### src/rtl/fetch_pc_ctrl.sv
// Program-counter register and instruction-fetch sequencer.
// Holds the architectural PC and fetches one instruction at a time from
// instruction memory (req/gnt/rvalid). It presents each instruction to decode
// with valid/ready and loads the next PC when decode accepts the instruction.
module fetch_pc_ctrl #(
  parameter logic [31:0] RESET_PC = 32'h0000_0000
) (
  input  logic        clk,
  input  logic        rst,
  output logic [31:0] pc,
  input  logic [31:0] npc,
  output logic        imem_req,
  output logic [31:0] imem_addr,
  input  logic        imem_gnt,
  input  logic        imem_rvalid,
  input  logic [31:0] imem_rdata,
  output logic        inst_valid,
  output logic [31:0] inst,
  input  logic        inst_ready,
  output logic        fault,
  output logic [31:0] retire_cnt
);

  typedef enum logic [1:0] {
    S_FETCH = 2'd0,
    S_WAIT  = 2'd1,
    S_HOLD  = 2'd2,
    S_FAULT = 2'd3
  } state_t;

  state_t      r_state;
  state_t      w_state_nxt;
  logic [31:0] r_pc;
  logic [31:0] r_inst;
  logic [31:0] r_retire_cnt;
  logic        r_fault;
  logic        w_accept;
  logic        w_capture;
  logic        w_npc_misaligned;

  assign w_accept         = (r_state == S_HOLD) & inst_ready;
  assign w_capture        = (r_state == S_WAIT) & imem_rvalid;
  assign w_npc_misaligned = (npc[1:0] != 2'b00);

  // Next-state logic: one outstanding fetch, FAULT is left only through rst.
  always_comb begin
    w_state_nxt = r_state;
    case (r_state)
      S_FETCH: if (imem_gnt)    w_state_nxt = S_WAIT;
      S_WAIT:  if (imem_rvalid) w_state_nxt = S_HOLD;
      S_HOLD:  if (inst_ready)  w_state_nxt = w_npc_misaligned ? S_FAULT : S_FETCH;
      S_FAULT:                  w_state_nxt = S_FAULT;
      default:                  w_state_nxt = S_FETCH;
    endcase
  end

  // State, PC, instruction and retire-counter registers; rst wins over accept.
  always_ff @(posedge clk) begin
    if (rst) begin
      r_state      <= S_FETCH;
      r_pc         <= RESET_PC;
      r_inst       <= 32'h0;
      r_retire_cnt <= 32'h0;
      r_fault      <= 1'b0;
    end else begin
      r_state <= w_state_nxt;
      r_fault <= (w_state_nxt == S_FAULT);
      if (w_capture) begin
        r_inst <= imem_rdata;
      end
      // The offending misaligned npc is still loaded so it is visible for debug.
      if (w_accept) begin
        r_pc         <= npc;
        r_retire_cnt <= r_retire_cnt + 32'd1;
      end
    end
  end

  // Handshake outputs are decoded from state and gated by rst so they drop at once.
  assign imem_req   = (r_state == S_FETCH) & ~rst;
  assign inst_valid = (r_state == S_HOLD) & ~rst;
  assign imem_addr  = r_pc;
  assign pc         = r_pc;
  assign inst       = r_inst;
  assign fault      = r_fault;
  assign retire_cnt = r_retire_cnt;

endmodule

### config.mk
export PLATFORM = sky130hd
export DESIGN_NAME = fetch_pc_ctrl
export DESIGN_NICKNAME = d
export VERILOG_FILES = /design/src/rtl/fetch_pc_ctrl.sv
export SDC_FILE = /design/constraint.sdc
export NUM_CORES = 1
export LEC_CHECK = 0
export ABC_AREA = 1
export CAP_MARGIN = 0
export CORE_ASPECT_RATIO = 1.2
export CORE_MARGIN = 4
export CORE_UTILIZATION = 25
export DETAILED_ROUTE_END_ITERATION = 12
export GPL_TIMING_DRIVEN = 0
export MAX_ROUTING_LAYER = met4
export SLEW_MARGIN = 20
export SYNTH_ARGS = -nofsm -noshare
export SYNTH_HDL_FRONTEND = slang
export SYNTH_SLANG_ARGS = --single-unit
### constraint.sdc
create_clock -name clk -period 3.5 [get_ports clk]
set_input_delay 1.05 -clock clk [delete_from_list [all_inputs] [get_ports clk]]
set_output_delay 1.05 -clock clk [all_outputs]
set_load 0.1 [all_outputs]
==> results.toml <==
[setup_path]
cp_top_family = "buffers and inverters"
slowest_stage = "clkdlybuf4s50_1"
cp_cell_sequence = "clkdlybuf4s50_1 -> clkbuf_2 -> nor2_1 -> buf_2"
crit_type = "in2out"
r2r_setup_slack_ns = 1.98
crit_arrival_ns = 2.34
cp-start-kind = "input pin"
worstPathRequired_ns = 2.45
r2r-end = "retire_cnt[16]$_SDFFE_PP0P_"
crit_fanout = 10
endpoint_kind = "primary output"
worstReg2RegStart = "retire_cnt[1]$_SDFFE_PP0P_"
ff2ff_path_depth = 8
cpPeakStageDelay_ns = 0.45
crit_buf_inv = 3

[power]
peakVddDrop_mv = 0.238
switchingPower_mw = 0.990
switching_share = 0.339
intPower_mw = 1.93
total_power_mw = 2.92
pwr_density_cell_nw_per_um2 = 418
pwr-share-comb = 0.235
pwr-share-seq = 0.408
p_clk_frac = 0.357
p_leak_nw = 2.62

[clock_network]
htree_levels = 3
cts_max_path_buffers = 2
path_clk_slew_ns = 0.07
cts_setup_buffers = 0
cts_hold_buffers = 0
insertion_delay_ns = 0.35
cts_root_buf = "clkbuf_16"
cts_tree = "built"
cts_made_buffers = 9
clkSinkCount = 99
ctsResizeCount = 11

[placed_design]
dp.final_hpwl_um = 10800
dpl_worst_slack_ns = -0.778
dp_cells = 1043
post_dp_cell_area_um2 = 6690
gp_congestion = 0.796
io_buffers = 199

[floorplan]
die_w_um = 129
row_count = 53
core_um2 = 17400
initial_core_util = 0.253
ios = 200
die-height_um = 154
dieArea_um2 = 19900

[cells_and_area]
drive_above_1_share = 0.108
fin_nets = 904
syn_to_final_growth_pct = 58.1
final_area_um2 = 6990
multi_input_area_um2 = 1910
final_core_util = 0.401
antenna_cells = 0
nFillCells = 1852
stdcell_count = 1059
regArea_um2 = 1980

[synth]
synthAdderAreaFrac = 0.00283
muxShareOfSynthArea = 0
ys_seq_area_frac = 0.448
synth.avg_cell_area_um2 = 7.08
synth_top_family_by_area = "simple AND/OR/NAND/NOR gates"
synth_cell_types = 29
syn_area_um2 = 4420
synth-warning-count = 0
synthCells = 624
ys_ff_latch = 99
synth_compound_area_frac = 0.108
synth-simple-area-share = 0.322
synth_xor_area_frac = 0
syn_nets = 694

[sta]
rsz0062_at_grt = "no"
finClkSkew_ns = 0.00635
final.period_utilization = 0.969
setup_viol = 0
fin_ws_ns = 0.109
tightestPinTransition_ns = 1.03
period_minus_slack_ns = 3.39
clock.fmax_mhz = 295
fin_tns_setup_ns = 0
hold_violations = 0
hold_ws_ns = 0.481
relSlewSlack = 0.313
slew_viol_final = 0

[drt]
ant_nets = 0
wl_per_cell_um = 13.1
dr.first_iter.drc_count = 175
drc = 0
dr_total_vias = 4447
routed_wl_um = 13900
viasPerCell = 4.20
firstDrtPassIters = 6

[grt]
antenna_found_initial = 0
grt_pass1_vias = 4274
grtUsageTotal = 0.143
grt_overflow = 0
grt_pass1_wl_um = 21900
grt_max_degree = 19

[run_status]
outcome = "complete, no violations"

[min_path]
hold_depth = 2
hold_end = "imem_addr[0]$_SDFFE_PP0P_"
hold_start = "imem_addr[0]$_SDFFE_PP0P_"
hold_class = "reg2reg"

[run]
cap_violations = 0
==> worst max-delay path by stage <==
stage | endpoint | cells past startpoint | from | slack [ns]
after floorplan | imem_req | 2 | rst | -0.06
after global placement | inst_valid | 4 | rst | -0.74
after detailed placement | inst_valid | 4 | rst | -0.78
after CTS | inst_valid | 4 | rst | 0.06
after global routing | inst_valid | 4 | rst | 0.02
final | imem_req | 4 | rst | 0.11
==> sequential cells by signal, summed over array words and instances (netlist names) <==
signal,flops
fault,1
r_state,2
imem_addr,32
inst,32
retire_cnt,32
==> layout by cell type (no fill, tap or decap), types with 2 or more instances in the layout <==
| cell type | synthesis | routed |
|---|---|---|
| nor2_1 | 130 | 130 |
| a21oi_1 | 45 | 45 |
| inv_8 | 0 | 2 |
| o21ai_1 | 2 | 2 |
| clkinv_4 | 0 | 2 |
| nand2_2 | 2 | 2 |
| nor2_4 | 6 | 6 |
| nand3_1 | 21 | 21 |
| clkbuf_16 | 0 | 9 |
| nor2_2 | 6 | 6 |
| nand3_2 | 5 | 5 |
| o21ai_0 | 44 | 44 |
| buf_4 | 32 | 32 |
| dfxtp_1 | 99 | 99 |
| nor3_1 | 2 | 2 |
| clkbuf_1 | 11 | 10 |
| inv_2 | 3 | 3 |
| buf_2 | 12 | 14 |
| clkdlybuf4s50_1 | 0 | 197 |
| nand4_1 | 8 | 8 |
| inv_1 | 42 | 42 |
| nand2_1 | 143 | 143 |
==> Yosys cell counts <==
master | instances | area [um2]
nand2_1 | 143 | 537
nor2_4 | 6 | 67.6
nor3_2 | 1 | 10.0
inv_1 | 42 | 158
o21ai_1 | 2 | 10.0
nand3b_2 | 1 | 11.3
clkbuf_1 | 11 | 41.3
a21oi_1 | 45 | 225
nand3_1 | 21 | 105
inv_2 | 3 | 11.3
o21ai_0 | 44 | 220
ha_1 | 1 | 12.5
nor3_1 | 2 | 10.0
dfxtp_1 | 99 | 1980
nor2_1 | 130 | 488
a31oi_1 | 1 | 6.26
nor2_8 | 1 | 20.0
nor2_2 | 6 | 37.5
nand3_2 | 5 | 50.1
nand4_1 | 8 | 50.1
and2_1 | 1 | 6.26
nand3_4 | 1 | 17.5
buf_2 | 12 | 60.1
clkinv_1 | 1 | 3.75
buf_4 | 32 | 240
buf_6 | 1 | 11.3
a21boi_0 | 1 | 7.51
a21oi_2 | 1 | 8.76
nand2_2 | 2 | 12.5
==> cell type report <==
| type | instances | area share |
|---|---|---|
| repair buffers | 199 | 0.284 |
| flip-flops and latches | 99 | 0.284 |
| clock inverters | 7 | 0.0120 |
| clock buffers | 9 | 0.0322 |
| multi-input cells | 423 | 0.274 |
| well taps | 220 | 0.0394 |
| plain buffers | 56 | 0.0507 |
| inverters | 46 | 0.0247 |
==> power by group through the flow <==
stage	clock [mW]	combinational [mW]	sequential, mW
2_1_floorplan	0	0.195	1.51
3_3_place_gp	0	0.693	1.22
3_5_place_dp	0	0.693	1.22
4_1_cts	1.09	0.693	1.19
5_1_grt	1.12	0.722	1.20
6_report	1.04	0.686	1.19
==> cells by family after synthesis <==
| group | count (synthesis) |
|---|---|
| flip-flops | 99 |
| adder cells (fa/ha/maj) | 1 |
| AO/OA/AOI/OAI | 94 |
| AND/OR/NAND/NOR | 328 |
| buffers and inverters | 102 |
==> worst reg2reg max path: cells and delay by family, from the launching register on <==
family	cells	cell delay, ns
and+or+nand+nor	5	0.63
adders and majority gates	1	0.17
buffers and inverters	1	0.07
DFF	1	0.38
AOI/OAI and AO/OA	1	0.15
==> layer usage <==
layer  vias to the layer above  part of all wire  track usage
met3                        15             0.083       0.0379
li1                       2360                 -            -
met4                         0             0.019       0.0575
met1                      1933              0.42        0.163
met5                         -                 0            -
met2                       139              0.48        0.238
(Power assumes the default switching activity.)
